`src/rtl/rs_syndrome_calc_if.sv`:
```
// Handshake and result bundle between the RS syndrome stage, its symbol source and the BM stage.
interface rs_syndrome_calc_if #(
    parameter int NSYN = 16
);
    logic                 start;
    logic                 in_valid;
    logic [7:0]           in_data;
    logic                 in_ready;
    logic                 busy;
    logic [NSYN*8-1:0]    syn_out;
    logic                 syn_valid;
    logic                 error_free;

    modport master (
        output start, in_valid, in_data,
        input  in_ready, busy, syn_out, syn_valid, error_free
    );

    modport slave (
        input  start, in_valid, in_data,
        output in_ready, busy, syn_out, syn_valid, error_free
    );
endinterface

```
`src/rtl/rs_syndrome_calc.sv`:
```
// RS(255,239) syndrome stage: Horner evaluation of r(alpha^(j+FCR)) for all j in parallel,
// with optional sequential conversion of each syndrome to power (log) form.
//
// state   | meaning
// --------+---------------------------------------------------------------
// S_IDLE  | waiting for start; outputs hold the last result
// S_ACCUM | taking N symbols, one Horner step per accepted symbol
// S_CONV  | power-form search, one syndrome at a time (LOG_OUT=1 only)
// S_DONE  | latch results; syn_valid pulses on the following cycle
module rs_syndrome_calc #(
    parameter int N       = 255,
    parameter int NSYN    = 16,
    parameter int FCR     = 0,
    parameter int LOG_OUT = 1
) (
    input  logic                s00_axi_aclk,
    input  logic                s00_axi_aresetn,
    rs_syndrome_calc_if.slave   bus
);
    localparam int CW = (N > 1) ? $clog2(N) : 1;
    localparam int IW = (NSYN > 1) ? $clog2(NSYN) : 1;

    typedef enum logic [1:0] {S_IDLE, S_ACCUM, S_CONV, S_DONE} state_t;

    state_t            r_state;
    state_t            w_next;
    logic [7:0]        r_acc [NSYN];
    logic [7:0]        r_res [NSYN];
    logic [CW-1:0]     r_cnt;
    logic [IW-1:0]     r_idx;
    logic [7:0]        r_p;
    logic [7:0]        r_k;
    logic [NSYN*8-1:0] r_syn_out;
    logic              r_syn_valid;
    logic              r_error_free;

    logic [7:0]        w_acc_next [NSYN];
    logic [NSYN*8-1:0] w_syn_pack;
    logic              w_all_zero;
    logic              w_start_ok;
    logic              w_take;
    logic              w_last_sym;
    logic [7:0]        w_cur;
    logic              w_conv_hit;
    logic              w_conv_last;
    logic [7:0]        w_conv_res;
    logic              w_in_ready;
    logic              w_busy;

    function automatic logic [7:0] gf_xalpha(input logic [7:0] x);
        return {x[6:0], 1'b0} ^ (x[7] ? 8'h1D : 8'h00);
    endfunction

    // Constant exponent per call site, so each instance folds into a fixed XOR network.
    function automatic logic [7:0] gf_mul_pow(input logic [7:0] x, input int e);
        logic [7:0] y;
        y = x;
        for (int i = 0; i < 255; i++)
            if (i < e) y = gf_xalpha(y);
        return y;
    endfunction

    for (genvar j = 0; j < NSYN; j++) begin : g_horner
        assign w_acc_next[j] = gf_mul_pow(r_acc[j], (j + FCR) % 255) ^ bus.in_data;
    end

    // A start coinciding with the syn_valid cycle is dropped even though the FSM is already idle.
    assign w_start_ok  = bus.start && (r_state == S_IDLE) && !r_syn_valid;
    assign w_take      = bus.in_valid && (r_state == S_ACCUM);
    assign w_last_sym  = w_take && (r_cnt == CW'(N - 1));
    assign w_cur       = r_acc[r_idx];
    assign w_conv_hit  = (w_cur == 8'h00) || (r_p == w_cur);
    assign w_conv_res  = (w_cur == 8'h00) ? 8'hFF : r_k;
    assign w_conv_last = w_conv_hit && (r_idx == IW'(NSYN - 1));

    always_comb begin
        w_syn_pack = '0;
        w_all_zero = 1'b1;
        for (int j = 0; j < NSYN; j++) begin
            w_syn_pack[8*j +: 8] = (LOG_OUT != 0) ? r_res[j] : r_acc[j];
            if (r_acc[j] != 8'h00) w_all_zero = 1'b0;
        end
    end

    always_ff @(posedge s00_axi_aclk or negedge s00_axi_aresetn) begin
        if (!s00_axi_aresetn) r_state <= S_IDLE;
        else                  r_state <= w_next;
    end

    always_comb begin
        w_next = r_state;
        case (r_state)
            S_IDLE:  if (w_start_ok) w_next = S_ACCUM;
            S_ACCUM: if (w_last_sym) w_next = (LOG_OUT != 0) ? S_CONV : S_DONE;
            S_CONV:  if (w_conv_last) w_next = S_DONE;
            S_DONE:  w_next = S_IDLE;
            default: w_next = S_IDLE;
        endcase
    end

    always_comb begin
        w_in_ready = (r_state == S_ACCUM);
        w_busy     = (r_state != S_IDLE);
    end

    always_ff @(posedge s00_axi_aclk or negedge s00_axi_aresetn) begin
        if (!s00_axi_aresetn) begin
            for (int j = 0; j < NSYN; j++) begin
                r_acc[j] <= 8'h00;
                r_res[j] <= 8'h00;
            end
            r_cnt        <= '0;
            r_idx        <= '0;
            r_p          <= 8'h01;
            r_k          <= 8'h00;
            r_syn_out    <= '0;
            r_syn_valid  <= 1'b0;
            r_error_free <= 1'b0;
        end else begin
            r_syn_valid <= (r_state == S_DONE);
            case (r_state)
                S_IDLE: begin
                    if (w_start_ok) begin
                        for (int j = 0; j < NSYN; j++) r_acc[j] <= 8'h00;
                        r_cnt        <= '0;
                        r_error_free <= 1'b0;
                    end
                end
                S_ACCUM: begin
                    if (w_take) begin
                        for (int j = 0; j < NSYN; j++) r_acc[j] <= w_acc_next[j];
                        r_cnt <= r_cnt + 1'b1;
                    end
                    if (w_last_sym) begin
                        r_idx <= '0;
                        r_p   <= 8'h01;
                        r_k   <= 8'h00;
                    end
                end
                S_CONV: begin
                    if (w_conv_hit) begin
                        r_res[r_idx] <= w_conv_res;
                        r_idx        <= r_idx + 1'b1;
                        r_p          <= 8'h01;
                        r_k          <= 8'h00;
                    end else begin
                        r_p <= gf_xalpha(r_p);
                        r_k <= r_k + 1'b1;
                    end
                end
                S_DONE: begin
                    r_syn_out    <= w_syn_pack;
                    r_error_free <= w_all_zero;
                end
                default: ;
            endcase
        end
    end

    assign bus.in_ready   = w_in_ready;
    assign bus.busy       = w_busy;
    assign bus.syn_out    = r_syn_out;
    assign bus.syn_valid  = r_syn_valid;
    assign bus.error_free = r_error_free;
endmodule

```
`src/flat_wrapper.sv`:
```
// flat-port wrapper written by rule: the top's interface ports become plain ports
module rs_syndrome_calc_flat 
#(
    parameter int N       = 255,
    parameter int NSYN    = 16,
    parameter int FCR     = 0,
    parameter int LOG_OUT = 1
)
  (s00_axi_aclk, s00_axi_aresetn, bus_start, bus_in_valid, bus_in_data, bus_in_ready, bus_busy, bus_syn_out, bus_syn_valid, bus_error_free);
  rs_syndrome_calc_if #(.NSYN(NSYN)) bus_i ();
  input  logic s00_axi_aclk;
  input  logic s00_axi_aresetn;
  input wire logic [$bits(bus_i.start)-1:0] bus_start;
  input wire logic [$bits(bus_i.in_valid)-1:0] bus_in_valid;
  input wire logic [$bits(bus_i.in_data)-1:0] bus_in_data;
  output wire logic [$bits(bus_i.in_ready)-1:0] bus_in_ready;
  output wire logic [$bits(bus_i.busy)-1:0] bus_busy;
  output wire logic [$bits(bus_i.syn_out)-1:0] bus_syn_out;
  output wire logic [$bits(bus_i.syn_valid)-1:0] bus_syn_valid;
  output wire logic [$bits(bus_i.error_free)-1:0] bus_error_free;
  assign bus_i.start = bus_start;
  assign bus_i.in_valid = bus_in_valid;
  assign bus_i.in_data = bus_in_data;
  assign bus_in_ready = bus_i.in_ready;
  assign bus_busy = bus_i.busy;
  assign bus_syn_out = bus_i.syn_out;
  assign bus_syn_valid = bus_i.syn_valid;
  assign bus_error_free = bus_i.error_free;
  rs_syndrome_calc #(.N(N), .NSYN(NSYN), .FCR(FCR), .LOG_OUT(LOG_OUT)) u_core (.s00_axi_aclk(s00_axi_aclk), .s00_axi_aresetn(s00_axi_aresetn), .bus(bus_i));
endmodule
```
`config.mk`:
```
export PLATFORM = sky130hd
export DESIGN_NAME = rs_syndrome_calc_flat
export DESIGN_NICKNAME = d
export VERILOG_FILES = /design/src/rtl/rs_syndrome_calc_if.sv /design/src/rtl/rs_syndrome_calc.sv /design/src/flat_wrapper.sv
export SDC_FILE = /design/constraint.sdc
export NUM_CORES = 1
export LEC_CHECK = 0
export CAP_MARGIN = 20
export CORE_ASPECT_RATIO = 1.4
export CORE_MARGIN = 2
export CORE_UTILIZATION = 40
export DETAILED_ROUTE_END_ITERATION = 8
export SYNTH_ARGS = -nofsm -noshare
export SYNTH_HDL_FRONTEND = slang
export SYNTH_SLANG_ARGS = --single-unit
export TNS_END_PERCENT = 50
```
`constraint.sdc`:
```
create_clock -name s00_axi_aclk -period 7.47 [get_ports s00_axi_aclk]
set_clock_uncertainty 0.1 [all_clocks]
set_input_delay 1.1205 -clock s00_axi_aclk [delete_from_list [all_inputs] [get_ports s00_axi_aclk]]
set_output_delay 1.1205 -clock s00_axi_aclk [all_outputs]
set_load 0.01 [all_outputs]
```
==> impl.org <==
** STA
- Post-route minimum period :: 4489 ps
- Worst Hold Margin :: 383.8 ps
- Number of max-slew violations in the final report :: 0
- RSZ-0062 raised after global routing :: false
- For the final routed database, the setup TNS stands at 0 ps.
- Ratio of final minimum period to clock period :: 0.6009
- Peak Freq :: roughly 220 MHz
- Final count of negative-setup-slack endpoints :: 0
- The worst pin sits at a relative slew slack of 0.2643.
- At the pin with the least slew margin, the transition time is 1104 ps.
- Final number of hold-violating endpoints :: 0

** Route
- After detailed routing, the number of vias per cell comes to between 5 and 6.
- After detailed routing, the average wire length per cell comes to approximately 21 microns.
- After detailed routing, the number of remaining DRC violations is 0.
- DRT iter0 DRCs :: about 850
- The final route contains 14080 vias.
- ANT nets after route :: 0
- Summed over all layers, the routed wires come to 54650 microns.
- The first detailed-routing pass ran for 5 iterations.

** CTS
- The clock tree synthesis step divided the H-tree into 2 levels.
- Clock tree from TritonCTS :: built
- Counting the buffers created by CTS gives 41.
- CTS hold repair buffers :: 0
- Counting along the longest clock path gives a buffer depth of 3.
- Setup Buffers After CTS :: 0
- Clock latency on the worst-skew pair, taken at its later pin, is 560 ps.
- CTS saw 416 sinks.
- After clock tree synthesis, the repair step resized 0 gates.
- Root Buffer :: clkbuf_16
- Clock-pin slew was measured on the worst setup and hold paths at roughly 60 ps.

** GRT
- Vias in the first global route :: 14380
- Aggregate global-route resource usage :: 0.2049
- Initial antenna violation count :: 0
- Entering global routing, the biggest net connects 184 pins.
- Wire length of the first global-routing pass :: 85910 microns
- GRT Residual Overflow :: 0

** Hold path
- Worst min path class :: reg -> reg

** Placed design
- At the end of routability-driven placement, the weighted congestion stood at 0.9078.
- HPWL reported at the end of detailed placement :: 36280 microns
- Count of input and output buffers :: around 140

** Pwr
- In this run the power density over the cells is 386.6 nW/um^2.
- Leak Pwr :: about 11 nW
- Worst ir drop on vdd :: 196.2 uV

** Yosys
- For this run, the leading register cell type out of synthesis is dfrtp_1.
- Yosys printed 0 warnings.
- Net Count, Synth :: 1835
- In the post-synthesis netlist, the biggest area contributors are dfrtp_1 50%, mux2_2 14%, xnor2_1 8.7%.
- Post-synth ARST share :: 1.000
- The average instance in the mapped netlist occupies about 12 sq um.
- Part of the Yosys area used for sequential elements :: 0.4993
- The synthesized design contains 0 enable-type register cells.
- Number of flip-flops and latches in the synthesized netlist :: about 420
- Summing every instance area after synthesis gives 20850 sq um.
- Synth Instances :: 1811
- Top cell type's share of synthesized area :: 0.4980
- Unique cell type count in the Yosys netlist :: 52
- Synth area leader :: dfrtp_1

** Finish
- Commonest non-fill, non-tap cell in the layout :: dfrtp_1
- Fill cell instance count of the final layout :: about 4700
- The top cell types in the final layout, fill and taps aside, are 413 x dfrtp_1, 256 x mux2_2, 207 x xnor2_1.
- Number of nets in the final layout :: 1896
- At the end of the flow the core is filled with cells to 0.4656.
- 0 antenna diodes ended up in the layout.
- In the final layout, the share of cells above drive strength 1 is 0.2148.
- Compared with the post-synthesis result, the final layout area differs by 15.61%.

** Critical path
- Traced cell by cell, the critical path runs through buf_4, mux4_2, mux2i_1, xnor2_1, nor4_1, and4_1, a31oi_1, o21ba_2, buf_4, nand3b_1, o31ai_1.
- Required time of the worst setup path :: 7820 ps
- Slowest-stage cell, CP :: mux4_2
- Element type at the critical path end :: flop
- Counting stages on the worst path, the most repeated cell is buf_4.
- For this run, the slowest stage of the critical path takes 600 ps.
- Bufs and invs on worst path :: 2
- Highest fanout seen on the critical path :: 40
- The cell family contributing the most delay on the critical path is multiplexers.
- Data on the critical path arrives at its endpoint at 4840 ps.
- Across all register-to-register paths, the minimum setup slack is 2980 ps.
- The worst setup path is launched from a flop.
- Worst Setup Path Type :: reg -> reg

** Outcome
- Result of the run :: completed

** Floorplan
- Rows :: 99
- Initial cell density of the core :: 0.4027
- Core ar. :: between 50000 and 60000 sq um
- Die Footprint :: roughly 54000 sq um
- Ports placed on the boundary :: ~140
- Die X-Extent :: between 150 and 200 microns
- The die is approximately 270 microns tall.

** Run
- Max-cap violations in this run came to 0.
## final cells by class
cell class	instances	area, sq um	area share
multi-input cells	1227	9813	0.4071
flip-flops and latches	416	10410	0.4320
inverters	20	75.07	0.003114
clock buffers	63	1210	0.05019
well taps	656	820.8	0.03405
repair buffers	166	1632	0.06768
clock inverters	12	141.4	0.005865
## per-stage QoR
stage          instance area (sq um)  std cells  power, mW  setup slack [ps]
4_1_cts                        24080       2559      9.380              2974
3_3_place_gp                   22730       2484      7.157              3076
3_5_place_dp                   22730       2484      7.270              2964
6_report                       24110       2560      9.320              2981
2_1_floorplan                  20850       1811      6.065              4035
5_1_grt                        24110       2560      9.882              2668
## path summary, 6_finish.rpt
path / endpoint / start / cells past startpoint
setup / recovery: u_core.r_k[6] / u_core.r_idx[1] / 11
hold / removal: u_core.r_res[23] / u_core.r_res[23] / 1
setup reg to reg: u_core.r_k[6] / u_core.r_idx[1] / 11
hold reg to reg: u_core.r_res[23] / u_core.r_res[23] / 1
max in group asynchronous: u_core.r_idx[1] / s00_axi_aresetn / 2
min in group asynchronous: u_core.bus.syn_out[74] / s00_axi_aresetn / 1
## kinds of logic after synthesis
family,count (synthesis),synth area share
compound gates,202,0.05233
xor+xnor,318,0.1336
fa+ha+maj,12,0.007201
buf+inv,168,0.03204
flops,416,0.4993
mux,306,0.1798
simple gates,389,0.09571
## cell usage after synthesis, drive strengths merged, types with 5 or more instances
library cell,instances
a21oi,5
a31oi,6
buf,41
clkbuf,107
dfrtp,415
ha,12
inv,20
mux2,259
mux2i,19
mux4,28
nand2,138
nand3,89
nand4,13
nor2,64
nor3,15
nor4,41
o21ai,167
o22ai,6
or2,8
xnor2,207
xor2,111
## sequential cells by signal, indices dropped and copies added (netlist names), 2 cells and up
register and count:
u_core.bus.syn_out 128, u_core.r_acc 128, u_core.r_cnt 8, u_core.r_idx 4, u_core.r_k 8, u_core.r_p 8, u_core.r_res 128, u_core.r_state 2
## layer usage
metal  part of all wire  track usage  routed length (microns)
met3              0.042      0.02534                     2300
met4              0.045      0.09181                     2472
met1               0.41       0.2551                    22460
met5                  0            0                        0
met2               0.50       0.3566                    27420
## report_power, final
part / total, mW / internal (mW) / switching [mW]
clock network: 2.08 / 1.19 / 0.884
logic: 3.82 / 1.67 / 2.15
registers: 3.42 / 2.69 / 0.731
Power figures use the tool's default switching activity.
